File: src/rtl/spi_master_pkg.sv
// Shared types and constants for the ADXL355 SPI master.
// Contents: FSM state enum, R/W command-bit encodings, byte width, and a
// helper that forms the command byte {addr[6:0], R/W}.
package spi_master_pkg;

  typedef enum logic [2:0] {
    IDLE,
    CS_SETUP,
    CMD,
    DATA,
    CS_HOLD,
    CS_IDLE
  } spi_state_t;

  localparam logic CMD_READ      = 1'b1;
  localparam logic CMD_WRITE     = 1'b0;
  localparam int   BITS_PER_BYTE = 8;

  function automatic logic [7:0] cmd_byte(input logic [6:0] addr, input logic rw);
    return {addr, rw};
  endfunction

endpackage

File: src/rtl/spi_sclk_gen.sv
// SCLK divider for SPI mode 0.
// Ports:
//   clk, rst  - system clock, synchronous active-high reset
//   en        - run the divider; while low the counter sits at 0 and sclk is low
//   sclk      - registered serial clock, low for the first half of each bit
//   rise_stb  - high during the first clk cycle in which sclk is high
//   fall_stb  - high during the last clk cycle of a bit (sclk falls at its end)
module spi_sclk_gen #(
  parameter int CLK_DIV = 40
) (
  input  logic clk,
  input  logic rst,
  input  logic en,
  output logic sclk,
  output logic rise_stb,
  output logic fall_stb
);

  localparam int HALF_DIV = CLK_DIV / 2;
  localparam int CNT_W    = $clog2(CLK_DIV);

  logic [CNT_W-1:0] cnt_reg;
  logic [CNT_W-1:0] cnt_next;
  logic             sclk_reg;

  always_comb begin
    cnt_next = (cnt_reg == CNT_W'(CLK_DIV - 1)) ? '0 : cnt_reg + CNT_W'(1);
  end

  // sclk_reg is computed from the next count so that it lines up with
  // cnt_reg in the same cycle: low for counts 0..HALF-1, high for HALF..DIV-1.
  always_ff @(posedge clk) begin
    if (rst || !en) begin
      cnt_reg  <= '0;
      sclk_reg <= 1'b0;
    end else begin
      cnt_reg  <= cnt_next;
      sclk_reg <= (cnt_next >= CNT_W'(HALF_DIV));
    end
  end

  assign sclk     = sclk_reg;
  assign rise_stb = en && (cnt_reg == CNT_W'(HALF_DIV));
  assign fall_stb = en && (cnt_reg == CNT_W'(CLK_DIV - 1));

endmodule

File: src/rtl/spi_master.sv
// Byte-oriented SPI master (mode 0, MSB first) for the ADXL355 register port.
// A transaction is a command byte {addr, R/W} followed by one or more data
// bytes; send_start held high at a byte boundary continues a burst.
// Ports:
//   clk, rst          - system clock, synchronous active-high reset
//   miso              - serial data from the slave
//   wr_rd             - 1 = read, 0 = write (latched at transaction start)
//   spi_addr_master   - 7-bit register address (latched at transaction start)
//   spi_data_master   - write data (latched at the start of each data byte)
//   send_start        - start request in IDLE, burst-continue at byte boundaries
//   data_out_vld      - one-cycle strobe when a read byte is complete
//   data_out          - last received read byte
//   cs_n, sclk, mosi  - SPI pins
module spi_master
  import spi_master_pkg::*;
#(
  parameter int CLK_DIV = 40
) (
  input  logic       clk,
  input  logic       rst,
  input  logic       miso,
  input  logic       wr_rd,
  input  logic [6:0] spi_addr_master,
  input  logic [7:0] spi_data_master,
  input  logic       send_start,
  output logic       data_out_vld,
  output logic [7:0] data_out,
  output logic       cs_n,
  output logic       sclk,
  output logic       mosi
);

  localparam int HALF_DIV = CLK_DIV / 2;
  localparam int H_W      = $clog2(HALF_DIV) + 1;

  spi_state_t     state_reg;
  logic [H_W-1:0] half_cnt_reg;
  logic [2:0]     bit_cnt_reg;
  logic [7:0]     tx_sr_reg;
  logic [7:0]     rx_sr_reg;
  logic           rd_reg;
  logic           cs_n_reg;
  logic           mosi_reg;
  logic [7:0]     data_out_reg;
  logic           vld_reg;

  logic sclk_en;
  logic rise_stb;
  logic fall_stb;
  logic half_last;
  logic byte_last;

  assign sclk_en   = (state_reg == CMD) || (state_reg == DATA);
  assign half_last = (half_cnt_reg == H_W'(HALF_DIV - 1));
  assign byte_last = (bit_cnt_reg == 3'(BITS_PER_BYTE - 1));

  spi_sclk_gen #(.CLK_DIV(CLK_DIV)) u_sclk_gen (
    .clk      (clk),
    .rst      (rst),
    .en       (sclk_en),
    .sclk     (sclk),
    .rise_stb (rise_stb),
    .fall_stb (fall_stb)
  );

  always_ff @(posedge clk) begin
    if (rst) begin
      state_reg    <= IDLE;
      half_cnt_reg <= '0;
      bit_cnt_reg  <= '0;
      tx_sr_reg    <= '0;
      rx_sr_reg    <= '0;
      rd_reg       <= 1'b0;
      cs_n_reg     <= 1'b1;
      mosi_reg     <= 1'b0;
      data_out_reg <= '0;
      vld_reg      <= 1'b0;
    end else begin
      vld_reg <= 1'b0;
      case (state_reg)
        IDLE: begin
          cs_n_reg <= 1'b1;
          mosi_reg <= 1'b0;
          if (send_start) begin
            rd_reg       <= wr_rd;
            tx_sr_reg    <= cmd_byte(spi_addr_master, wr_rd);
            mosi_reg     <= spi_addr_master[6];  // command bit 7 shown during setup
            cs_n_reg     <= 1'b0;
            half_cnt_reg <= '0;
            state_reg    <= CS_SETUP;
          end
        end
        CS_SETUP: begin
          if (half_last) begin
            half_cnt_reg <= '0;
            bit_cnt_reg  <= '0;
            state_reg    <= CMD;
          end else begin
            half_cnt_reg <= half_cnt_reg + H_W'(1);
          end
        end
        CMD: begin
          if (fall_stb) begin
            if (byte_last) begin
              bit_cnt_reg <= '0;
              state_reg   <= DATA;
              tx_sr_reg   <= (rd_reg == CMD_WRITE) ? spi_data_master : 8'h00;
              mosi_reg    <= (rd_reg == CMD_WRITE) ? spi_data_master[7] : 1'b0;
            end else begin
              bit_cnt_reg <= bit_cnt_reg + 3'd1;
              tx_sr_reg   <= {tx_sr_reg[6:0], 1'b0};
              mosi_reg    <= tx_sr_reg[6];
            end
          end
        end
        DATA: begin
          if (rise_stb) begin
            rx_sr_reg <= {rx_sr_reg[6:0], miso};
            if (byte_last && rd_reg == CMD_READ) begin
              data_out_reg <= {rx_sr_reg[6:0], miso};
              vld_reg      <= 1'b1;
            end
          end
          if (fall_stb) begin
            if (byte_last) begin
              bit_cnt_reg <= '0;
              if (send_start) begin
                // Burst: the slave auto-increments, so just load the next byte.
                tx_sr_reg <= (rd_reg == CMD_WRITE) ? spi_data_master : 8'h00;
                mosi_reg  <= (rd_reg == CMD_WRITE) ? spi_data_master[7] : 1'b0;
              end else begin
                half_cnt_reg <= '0;
                mosi_reg     <= 1'b0;
                state_reg    <= CS_HOLD;
              end
            end else begin
              bit_cnt_reg <= bit_cnt_reg + 3'd1;
              tx_sr_reg   <= {tx_sr_reg[6:0], 1'b0};
              mosi_reg    <= tx_sr_reg[6];
            end
          end
        end
        CS_HOLD: begin
          if (half_last) begin
            half_cnt_reg <= '0;
            cs_n_reg     <= 1'b1;
            state_reg    <= CS_IDLE;
          end else begin
            half_cnt_reg <= half_cnt_reg + H_W'(1);
          end
        end
        CS_IDLE: begin
          if (half_last) begin
            half_cnt_reg <= '0;
            state_reg    <= IDLE;
          end else begin
            half_cnt_reg <= half_cnt_reg + H_W'(1);
          end
        end
        default: state_reg <= IDLE;
      endcase
    end
  end

  assign cs_n         = cs_n_reg;
  assign mosi         = mosi_reg;
  assign data_out     = data_out_reg;
  assign data_out_vld = vld_reg;

endmodule

File: config.mk
export PLATFORM = sky130hd
export DESIGN_NAME = spi_master
export DESIGN_NICKNAME = d
export VERILOG_FILES = /design/src/rtl/spi_master_pkg.sv /design/src/rtl/spi_sclk_gen.sv /design/src/rtl/spi_master.sv
export SDC_FILE = /design/constraint.sdc
export NUM_CORES = 1
export LEC_CHECK = 0
export ABC_AREA = 1
export CAP_MARGIN = 20
export CORE_ASPECT_RATIO = 0.75
export CORE_MARGIN = 5
export CORE_UTILIZATION = 50
export CTS_CLUSTER_DIAMETER = 60
export DETAILED_ROUTE_END_ITERATION = 7
export PLACE_DENSITY = 0.74
export SYNTH_ARGS = -nofsm -noshare
export SYNTH_HDL_FRONTEND = slang
export SYNTH_SLANG_ARGS = --single-unit
File: constraint.sdc
create_clock -name clk -period 4.2 [get_ports clk]
set_clock_uncertainty 0.05 [all_clocks]
set_input_delay 0.63 -clock clk [delete_from_list [all_inputs] [get_ports clk]]
set_output_delay 0.63 -clock clk [all_outputs]
set_load 0.03 [all_outputs]
### Word level (Yosys, flattened, before mapping)

Cells that the tools add are included.

* logic and storage cells: 101
* bits in latches: 0
* bits in registers: 45
* bits in read-only memories: 0
* memories: 0
* output and inout port bits: 12
* bits in writable memories: 0

* multiplexer cells: 40
* equal/unequal tests: 20
* add/sub/neg operators: 3
* magnitude comparators: 1
* multipliers: 0
* bitwise gates (word level): 2
* reductions and logical operators: 23
* shift operators: 0
* divide/modulo/power cells: 0

Operators with widths (count)
* $mux W7: 7
* $mux W6: 6
* $mux W3: 11
* $pmux W7 S3: 1
* $ne A2 B2 Y1 const B: 9
* $pmux W3 S6: 1
* $pmux W6 S3: 1
* $add A6 B1 Y6 const B: 2
* $eq A6 B5 Y1 const B: 2
* $mux W1: 10
* $reduce_and A5 Y1: 2
* $eq A3 B3 Y1 const B: 3
* $reduce_and A3 Y1: 3
* $reduce_and A9 Y1: 1
* $eq A3 B2 Y1 const B: 2
* $eq A6 B6 Y1 const B: 1
* $ge A6 B5 Y1 const B: 1
* $pmux W3 S2: 1
* $reduce_and A2 Y1: 3
* $reduce_bool A3 Y1: 2
* $reduce_or A3 Y1: 2
* $reduce_bool A2 Y1: 2
* $add A3 B1 Y3 const B: 1
* $eq A3 B1 Y1 const B: 1
* other kinds (10): 14

### Logic depth before layout (Yosys ltp)

* word-level depth: 5
* gate-level depth with buffers: 11

### Cells and area by module

A second synthesis with hierarchy kept.

* cell total of the unflattened synthesis: 322
* area total of the unflattened synthesis: 2336.0 µm²

By module, submodules not included
* spi_master: times used 1, cells each 271, area an instance 1979.4 µm²
* spi_sclk_gen: times used 1, cells each 51, area an instance 356.6 µm²

### Worst setup path after synthesis

Ideal clock, no wire load.

* path type: register to register
* start: register bit_cnt_reg[0]
* end: register tx_sr_reg[1]
* library setup time: 113 ps
* setup slack: 2647 ps
* cell stages (with the launch flop): 12
* data arrival time: 1390 ps
* data required time: 4037 ps
* cell sequence: dfxtp_1 -> ha_1 -> ha_1 -> inv_1 -> nor2_1 -> nand2_1 -> nand2_1 -> a21oi_2 -> buf_6 -> nand2_1 -> nand2_1 -> nor2_1

* cells in the longest elaborated chain, start to end: 4

RTL lines
* start, declared: line spi_master.sv:38 `logic [2:0] bit_cnt_reg;`
* start signal, assigned: line spi_master.sv:110 `bit_cnt_reg <= bit_cnt_reg + 3'd1;`
* start signal, assigned: line spi_master.sv:137 `bit_cnt_reg <= bit_cnt_reg + 3'd1;`
* $eq A3 B3 Y1 *: line spi_master.sv:55 `assign byte_last = (bit_cnt_reg == 3'(BITS_PER_BYTE - 1));`
* $mux W7, on equally long branches: line spi_master.sv:125, spi_master.sv:104
* $mux W7, on equally long branches: line spi_master.sv:124, spi_master.sv:103
* $pmux W7 S3: line spi_master.sv:80 `case (state_reg)`
* end signal, assigned: line spi_master.sv:86 `tx_sr_reg <= cmd_byte(spi_addr_master, wr_rd);`
* end signal, assigned: line spi_master.sv:129 `tx_sr_reg <= (rd_reg == CMD_WRITE) ? spi_data_master : 8'h00;`
* end signal, assigned: line spi_master.sv:138 `tx_sr_reg <= {tx_sr_reg[6:0], 1'b0};`
* end, declared: line spi_master.sv:39 `logic [7:0] tx_sr_reg;`

Every way passes the cells marked *; elsewhere a longest branch is shown, timed or not. The select of a mux whose other input is x is not followed.
A chain may end at the register's enable or synchronous reset.

==> results.cfg <==
[final_layout]
final_common_cell = nand2_1
num_antenna_cells = 0
final_cell_mix = nand2_1, nor2_1, dfxtp_1
stdcell_area_um2 = 2690
final_util_pct = 60.6
area_growth_pct = 18.2
final_nets = 392
largest_register_ffs = 8
drive_gt1_share_pct = 7.34

[placement]
routabilityCongestion = 0.827
io_buffer_count = 31
hpwl_mm = 3.25
placed_area_um2 = 2590

[yosys]
ys.flop_type = dfxtp_1
ys_seq_elements = 45
synthTopCellsByArea = dfxtp_1, nand2_1, nor2_1, inv_1, a21oi_1
yosysTopAreaCell = dfxtp_1
synth-async-reset-ratio_pct = 0
syn_area_um2 = 2270
synth_fp_nets = 363
synth.yosys.seq_area_share_pct = 39.6
synth_cells = 338
avgSynthCellArea_um2 = 6.73
synth_cell_types = 28
synth_edf_count = 0
synth_warnings = 0
yosys.area.top_type_share_pct = 39.6

[setup_path]
cp_max_fo = 30
cp-start-kind = input port
crit_type = in -> reg
arrival_ns = 2.27
crit_required_ns = 4.38
cp-end-kind = register

[power]
finalPower_mw = 1.20
powerDensity_nw_per_um2 = 446
ir_worst_vdd_v = 0.000395
leakage_nw = 1.29

[routing]
viasPerCell = 4.84
ant_nets = 0
drt-total-wl_mm = 4.39
drtIter0Drc = 126
detail_route.first_pass.iterations = 4
num_vias = 2056
drc = 0
wl_per_cell_um = 10.3

[clock_tree]
cts_resized = 0
cts_sinks = 45
clk_latency_ns = 0.30
clk_path_buf_depth = 2
cts_buffers = 5
cts_setup_buffers = 0
cts_tree = built
cts_root_buffer = clkbuf_8
clk_pin_slew_worst_paths_ns = 0.10
htreeDepth = 2
hold_buffers = 0

[global_routing]
grt_start_max_net_pins = 31
antenna_found_initial = 0
first_global_vias = 1765
grt_overflow = 0
grt_pass1_wl_mm = 7.57
track_usage_pct = 15.8

[timing]
fin_crit_sh_pct = 49.8
final-setup-viol-count = 0
relSlewSlack_pct = 44.6
fin_tns_setup_ns = 0
rsz0062_at_grt = false
finalMaxSlewViolations = 0
worstMarginPinSlew_ns = 0.831
max_freq_mhz = 478
hold_slack_ns = 0.427
finalHoldViolations = 0
fin_crit_ns = 2.09

[floorplan]
io_pins = 32
coreArea_um2 = 4440
die_w_um = 87.9
start_util_pct = 51.2
row_count = 21
dieArea_um2 = 6010
die_h_um = 68.4

[job]
maxCapViolCount = 0

[min_path]
hp-class = reg -> reg

[status]
status = completed
[synthesized netlist by cell type (2+ instances only)]
master    instances
ha_1              5
buf_4             3
nand2_4           2
nand4_1           6
buf_6             2
nor3_1            3
dfxtp_1          45
nand2_1          95
inv_1            32
clkbuf_1          3
o21ai_0          13
nor2_2            3
nor2_4            2
nand2_2           2
inv_2             4
nor2_8            2
nor2_1           69
a21oi_1          22
nand3_1          16
[final timing paths]
kind	cells past startpoint	start	to	slack [ns]
hold reg to reg	2	rx_sr_reg[0]$_SDFFE_PP0P_	rx_sr_reg[1]$_SDFFE_PP0P_	0.43
setup reg to reg	10	bit_cnt_reg[0]$_SDFFE_PP0P_	tx_sr_reg[5]$_SDFFE_PP0P_	2.27
setup / recovery	4	rst	bit_cnt_reg[2]$_SDFFE_PP0P_	2.11
hold / removal	2	rx_sr_reg[0]$_SDFFE_PP0P_	rx_sr_reg[1]$_SDFFE_PP0P_	0.43
[worst max-delay path, stage by stage]
cell and delay (ns):
clkdlybuf4s50_1 0.56, inv_1 0.68, nand3_1 0.21, a21oi_1 0.17
[metrics by stage]
step	setup WS (ns)	cells
CTS	2.11	425
floorplan	2.65	338
global placement	1.85	417
detailed placement	1.81	417
finish	2.11	425
global route	1.93	425
[logic make-up after synthesis]
kind of cell / synth area share [%]
DFF: 39.6
adders and majority gates: 2.75
xor gates and xnor gates: 0.770
buffers and inverters: 8.91
and+or+nand+nor: 39.5
AOI/OAI and AO/OA: 8.42
[routing by layer]
layer / GRT usage (%) / part of all wire [%]
met1: 21.8 / 53
met2: 25.3 / 42
met5: 0 / 0
met3: 3.61 / 4.4
met4: 3.45 / 0.55
[power by group]
group	internal, mW	switching (mW)	total, mW
Combinational	0.137	0.248	0.385
Sequential	0.482	0.0557	0.538
Clock	0.120	0.157	0.277
[layout make-up]
cell class / instances / area, µm²
fill: 426 / 1750
multi-input combinational: 247 / 1170
sequential: 45 / 901
timing repair buffer: 31 / 310
inverter: 37 / 141
tap: 57 / 71.3
clock buffer: 5 / 68.8
clock inverter: 3 / 25.0
Power figures use the tool's default switching activity.
